<file path="config.mk">
export PLATFORM = sky130hd
export DESIGN_NAME = down_timer
export DESIGN_NICKNAME = d
export VERILOG_FILES = /design/src/rtl/down_timer.sv
export SDC_FILE = /design/constraint.sdc
export NUM_CORES = 1
export LEC_CHECK = 0
export BUFFER_PORTS_ARGS = -buffer_cell sky130_fd_sc_hd__buf_4
export CAP_MARGIN = 30
export CORE_AREA = 2 2 47 49
export DETAILED_ROUTE_END_ITERATION = 12
export DIE_AREA = 0 0 49 51
export GPL_ROUTABILITY_DRIVEN = 0
export PLACE_DENSITY_LB_ADDON = 0.3
export SLEW_MARGIN = 20
export SYNTH_ARGS = -nofsm -noshare
export SYNTH_HDL_FRONTEND = slang
export SYNTH_SLANG_ARGS = --single-unit
</file>
<file path="constraint.sdc">
create_clock -name clk_i -period 3.1 [get_ports clk_i]
set_input_delay 0.155 -clock clk_i [delete_from_list [all_inputs] [get_ports clk_i]]
set_output_delay 0.155 -clock clk_i [all_outputs]
set_load 0.05 [all_outputs]
</file>
<file path="src/rtl/down_timer.sv">
// Loadable countdown timer with a valid/ready load handshake.
// A loaded count runs down to zero. Reaching zero raises a one-cycle expire pulse.
// In one-shot mode the timer then parks in DONE with a sticky done flag until it
// is acknowledged. In periodic mode it reloads and keeps counting.
// pause_i freezes the count and abort_i cancels a count at any time.
module down_timer #(
  parameter  int Limit = 16,
  localparam int Width = $clog2(Limit)
) (
  input  logic             clk_i,
  input  logic             rst_ni,
  input  logic             load_valid_i,
  output logic             load_ready_o,
  input  logic [Width-1:0] load_value_i,
  input  logic             auto_reload_i,
  input  logic             pause_i,
  input  logic             abort_i,
  input  logic             done_ack_i,
  output logic [Width-1:0] value_o,
  output logic             busy_o,
  output logic             expire_o,
  output logic             done_o
);

  localparam logic [1:0] StIdle   = 2'd0;
  localparam logic [1:0] StRun    = 2'd1;
  localparam logic [1:0] StPaused = 2'd2;
  localparam logic [1:0] StDone   = 2'd3;

  // Largest legal count. Held one bit wider so the saturation compare is not
  // constant-folded when Limit is a power of two.
  localparam logic [Width:0] MaxWide = (Width+1)'(Limit - 1);

  logic [1:0]       state;
  logic [1:0]       state_next;
  logic [Width-1:0] value_next;
  logic [Width-1:0] reload;
  logic [Width-1:0] reload_next;
  logic             auto;
  logic             auto_next;
  logic             expire_next;
  logic             done_next;
  logic             handshake;
  logic [Width:0]   load_wide;
  logic [Width-1:0] load_sat;

  assign load_ready_o = (state == StIdle);
  assign busy_o       = (state == StRun) || (state == StPaused);
  assign handshake    = load_valid_i && load_ready_o;
  assign load_wide    = {1'b0, load_value_i};
  assign load_sat     = (load_wide > MaxWide) ? MaxWide[Width-1:0] : load_value_i;

  // Next-state and next-output decision for every state.
  // RUN and PAUSED share one branch: an un-paused cycle counts.
  // So leaving PAUSED decrements on that same edge, and a pause of P cycles
  // delays expiry by exactly P cycles.
  always_comb begin
    state_next  = state;
    value_next  = value_o;
    reload_next = reload;
    auto_next   = auto;
    expire_next = 1'b0;
    done_next   = done_o;

    case (state)
      StIdle: begin
        if (handshake) begin
          value_next  = load_sat;
          reload_next = load_sat;
          auto_next   = auto_reload_i;
          if (load_sat == '0) begin
            // A zero load expires immediately. It never starts a zero-period loop.
            expire_next = 1'b1;
            if (!auto_reload_i) begin
              state_next = StDone;
              done_next  = 1'b1;
            end
          end else begin
            state_next = StRun;
          end
        end
      end

      StRun, StPaused: begin
        if (abort_i) begin
          state_next = StIdle;
          value_next = '0;
        end else if (pause_i) begin
          state_next = StPaused;
        end else begin
          state_next = StRun;
          if (value_o != '0) begin
            value_next  = value_o - Width'(1);
            expire_next = (value_o == Width'(1));
          end else if (auto) begin
            value_next = reload;
          end else begin
            state_next = StDone;
            done_next  = 1'b1;
          end
        end
      end

      StDone: begin
        value_next = '0;
        if (done_ack_i || abort_i) begin
          state_next = StIdle;
          done_next  = 1'b0;
        end
      end

      default: begin
        state_next = StIdle;
        value_next = '0;
        done_next  = 1'b0;
      end
    endcase
  end

  // All timer state and registered outputs, cleared asynchronously by reset.
  always_ff @(posedge clk_i or negedge rst_ni) begin
    if (!rst_ni) begin
      state    <= StIdle;
      value_o  <= '0;
      reload   <= '0;
      auto     <= 1'b0;
      expire_o <= 1'b0;
      done_o   <= 1'b0;
    end else begin
      state    <= state_next;
      value_o  <= value_next;
      reload   <= reload_next;
      auto     <= auto_next;
      expire_o <= expire_next;
      done_o   <= done_next;
    end
  end

endmodule

</file>
# After elaboration in Yosys (flattened, before gate mapping)

Cells that the tools add are included.
Widths: inputs -> output; s select.

Flip-flop bits (word level): 13
Input bits: 11
Output and inout bits: 8
Logic and storage cells: 65

Add/sub/neg operators: 1
Order comparisons: 1
Equality and inequality tests: 15
Mux-type cells: 31
Reductions and logical operators: 11

Operators with widths:

| cell                | count |
|---|---|
| $mux 4              | 6 |
| $mux 2              | 8 |
| $mux 1              | 13 |
| $ne 2x2->1 const B  | 6 |
| $pmux 4 s3          | 1 |
| $reduce_and 8->1    | 1 |
| $ne 3x3->1 const B  | 2 |
| $pmux 2 s3          | 1 |
| $reduce_and 3->1    | 2 |
| $eq 2x2->1 const B  | 2 |
| $eq 4x1->1 const B  | 1 |
| $gt 4x4->1 const B  | 1 |
| $logic_not 4->1     | 1 |
| $ne 2x1->1 const B  | 2 |
| $ne 4x4->1 const B  | 1 |
| $reduce_bool 4->1   | 1 |
| $sub 4x1->4 const B | 1 |
| $pmux 1 s3          | 1 |
| $eq 2x1->1 const B  | 1 |
| $logic_not 2->1     | 1 |
| $logic_or 1x1->1    | 2 |
| $pmux 1 s2          | 1 |
| $reduce_and 2->1    | 1 |
| $reduce_or 2->1     | 1 |
| $logic_and 1x1->1   | 1 |

# Depth between registers and ports, before layout

Word-level depth: 6
Depth in mapped cells: 7
Depth with buffers taken out: 6

# Worst setup path after synthesis

Ideal clock, no wire load.

Kind: reg-to-reg
Start point: register value_o[1]
End point: register done_o
Setup time: 0.079 ns
Arrival: 2.121 ns
Data required time: 3.021 ns
Setup slack: 0.899 ns
Cell stages (with the launch flop): 8
Buffers on the path: 1
Clock period less this slack: 2.201 ns
Path through: dfrtp_1 > inv_1 > ha_1 > or3b_1 > clkbuf_2 > o41a_1 > a211oi_2 > mux2i_1

Longest elaborated chain between the ends: 3

RTL lines:

| element                           | line | text |
|---|---|---|
| start: declaration                | 19   | `output logic [Width-1:0] value_o,` |
| start signal: assignment          | 131  | `value_o <= value_next;` |
| $reduce_bool 4->1                 | 92   | `if (value_o != '0) begin` |
| $ne 2x2->1 (no source line)       | n/a  |  |
| $reduce_and 8->1 (no source line) | n/a  |  |
| end signal: assignment            | 135  | `done_o <= done_next;` |
| end: declaration                  | 22   | `output logic done_o` |

Every way passes these cells.
A chain may end at the register's enable or synchronous reset.

# Worst setup path in the final report

Start point: register state[0]
End point: register value_o[0]

Longest elaborated chain between the ends: 4
Elaborated cells between the ends (all ways): 11
Classes of those cells: eq/ne: 6; mux: 1; reduce/logical: 4

RTL lines:

| element                                                   | line   | text |
|---|---|---|
| start: declaration                                        | 34     | `logic [1:0] state;` |
| start signal: assignment                                  | 123    | `state <= StIdle;` |
| start signal: assignment                                  | 130    | `state <= state_next;` |
| $eq 2x1->1, or another cell as far along                  | 65     | `case (state)` |
| $reduce_or 2->1 or $logic_and 1x1->1 (tied branches)      | 65, 49 |  |
| $ne 4x4->1 (no source line), or another cell as far along | n/a    |  |
| $reduce_and 3->1 (no source line)                         | n/a    |  |

Several ways; a longest one is shown, not always the timed one.

==> results.tsv <==
metric	value	unit
status	complete, no violations	
Crit. End Element	flop	
mapped cell area	835	µm²
Die Footprint	2500	µm²
Remaining DRCs	0	
share of post-route cells with drive strength above 1	29.0	%
Synth top area share	39.0	%
vias per inst	5.34	
Top FF cell, synth	dfrtp_1	
CP peak stage delay	0.58	ns
postcts setup bufs	0	
worst reg-to-reg setup slack	0.86	ns
H-tree levels	1	
Final Power	1230	µW
Simple-Gate Fraction of Synth Area	19.5	%
Worst-Margin Slew	0.673	ns
Synth area leaders	dfrtp_1 39%, ha_1 9.0%, mux2_2 8.1%, nor3b_1 3.6%, nand2_1 3.1%	
Num CTS Buffers	3	
final number of hold-violating endpoints	0	
max-slew violations	0	
Seq cells post-synth	13	
Layout Nets	125	
Util after Layout	50.0	%
register area share after synthesis	39.0	%
Hold Crit Start	load_value_i[1]	
# port buffers	18	
crit start category	flop	
FFs w/ async S/R, synth	100	%
Sequential Power Share	27.1	%
routed wire length	1750	µm
peak supply drop	0.731	mV
critical path depth	6	
Horiz. Die Dim	49	µm
post-CTS sizing	0	
Placed Instance Area	996	µm²
number of core rows	17	
Initial DRT Pass Iterations	4	
post-route minimum period	2.24	ns
fin area	1030	µm²
worst path cell trace	inv_1 > ha_1 > and3b_1 > a211oi_1 > o21ai_0 > a22o_1	
Max Clock Skew	0.0117	ns
Final Hold Slack	0.129	ns
grt ovf	0	
Max clock buf depth	2	
fill count	219	
synth warn	0	
WHS Endpoint	reload[1]$_DFFE_PN0P_	
Internal Pwr Total	617	µW
RSZ-0062 raised after global routing	false	
Yosys cell types	32	
P_leak	0.000461	µW
Pwr Density	1190	nW/µm²
clock-pin slew on the worst setup and hold paths	0.09	ns
Ant. Diodes	0	
largest net degree at the start of global routing	15	
Top Family by Delay on Critical Path	compound AO/OA/AOI/OAI gates	
Crit path arrival time	2.40	ns
switching power	610	µW
remaining antenna violation count	0	
Mapped Nets	103	
Post-synth EDFFs	0	
I/O pins	19	
top cells by count, synth	13 x dfrtp_1, 7 x nand2_1	
total negative slack	0	ns
area added between synthesis and finish	23.7	%
iteration-0 DRC count of the detailed router	12	
post-synthesis adder-cell area fraction	9.00	%
Max-Cap Viols	0	
final worst path period share	72.2	%
mux contribution to synthesized area	9.30	%
largest family of logic cells by synthesized area	simple AND/OR/NAND/NOR gates	
WHS Path Cells	2	
Worst R2R End	value_o[0]$_DFFE_PN0P_	
xor-xnor portion of the synthesized cell area	1.05	%
Max FO, Critical Path	8	
initial antenna violation count	0	
CP Class	reg2reg	
Combinational Power Share	64.1	%
final setup fails	0	
switching share of power	49.7	%
synthesized instance count	86	
Reg2Reg Depth	6	
GRT Util Overall	15.9	%
worst min-delay path class	in2reg	
CTS root buffer	clkbuf_4	
CTS Sinks	13	
Die Height	51	µm
Post-CTS Hold Fix Bufs	1	
f_max	0.447	GHz
first-pass GRT wire length	2970	µm
DP Wirelength	1380	µm
Max-slew headroom	54.9	%
reg2reg start	state[0]$_DFFE_PN0P_	
Worst Path Buf+Inv	1	
CORE AREA	2060	µm²
WL/cell	12.9	µm
TritonCTS clock tree	yes	
WP data required	3.27	ns
Crit-path slowest cell	a211oi_1	
vias	721	
Worst-Skew Late Latency	0.29	ns
Clock Power Share	8.9	%
Yosys top cell by area	dfrtp_1	
Starting Density	40.4	%
top-count cell post-synth	dfrtp_1	
complex-gate fraction of the synthesized area	18.4	%
Avg Cell Area, Syn	9.70	µm²
number of global-route vias before repair	670	
-- stage by stage --
step / instances / worst slack, ns
floorplan: 86 / 0.899
global placement: 130 / 0.922
detailed placement: 130 / 0.891
CTS: 135 / 0.854
global route: 135 / 0.677
finish: 135 / 0.863
-- state kept, by name, indices dropped and copies added (netlist names) --
signal and count:
reload 4, value_o 4, done_o 1, expire_o 1
auto 1, state 2
-- power groups by stage --
stage / clock network [µW] / registers, µW / logic [µW]
floorplan: 0 / 422 / 510
global placement: 0 / 332 / 785
detailed placement: 0 / 337 / 787
CTS: 114 / 334 / 791
global route: 119 / 348 / 858
finish: 109 / 332 / 786
-- worst max path at each step --
stage          slack [ns]              startpoint                      to
2_1_floorplan        0.90  value_o[1]$_DFFE_PN0P_      done_o$_DFFE_PN0P_
3_3_place_gp         0.92    state[0]$_DFFE_PN0P_  value_o[0]$_DFFE_PN0P_
3_5_place_dp         0.89    state[0]$_DFFE_PN0P_  value_o[0]$_DFFE_PN0P_
4_1_cts              0.85    state[0]$_DFFE_PN0P_  value_o[0]$_DFFE_PN0P_
5_1_grt              0.68    state[0]$_DFFE_PN0P_  value_o[0]$_DFFE_PN0P_
6_report             0.86    state[0]$_DFFE_PN0P_  value_o[0]$_DFFE_PN0P_
-- cell type report --
type / instances / area (µm²) / share of cell area [%]
multi-input combinational: 65 / 478 / 46.3
sequential: 13 / 325 / 31.5
timing repair buffer: 19 / 145 / 14.1
tap: 28 / 35.0 / 3.39
clock buffer: 4 / 26.3 / 2.55
inverter: 6 / 22.5 / 2.18
-- layer usage --
layer | track usage (%) | routed length, µm
met5 | 0 | 0
met4 | 11.4 | 32
met3 | 4.09 | 90
met2 | 24.0 | 854
met1 | 19.9 | 769
-- cell usage in the layout, fill, tap and decap left out, drive strengths merged, types with 2 or more instances in the layout --
| cell type | count |
|---|---|
| a211oi | 2 |
| a31oi | 4 |
| o21ai | 5 |
| o211ai | 2 |
| clkbuf | 4 |
| nor3b | 4 |
| nand2 | 7 |
| ha | 6 |
| dfrtp | 13 |
| or3b | 2 |
| mux2 | 6 |
| buf | 18 |
| inv | 6 |
| a21oi | 3 |
| nor2b | 2 |
| nor2 | 6 |
| nor3 | 3 |
-- cell families (layout without fill, tap and decap cells) --
family	count (synthesis)	after routing
and+or+nand+nor	29	29
AOI/OAI and AO/OA	22	22
DFF	13	13
buffers and inverters	8	29
muxes	7	7
adders and majority gates	6	6
xor gates and xnor gates	1	1
Power figures use the tool's default switching activity.
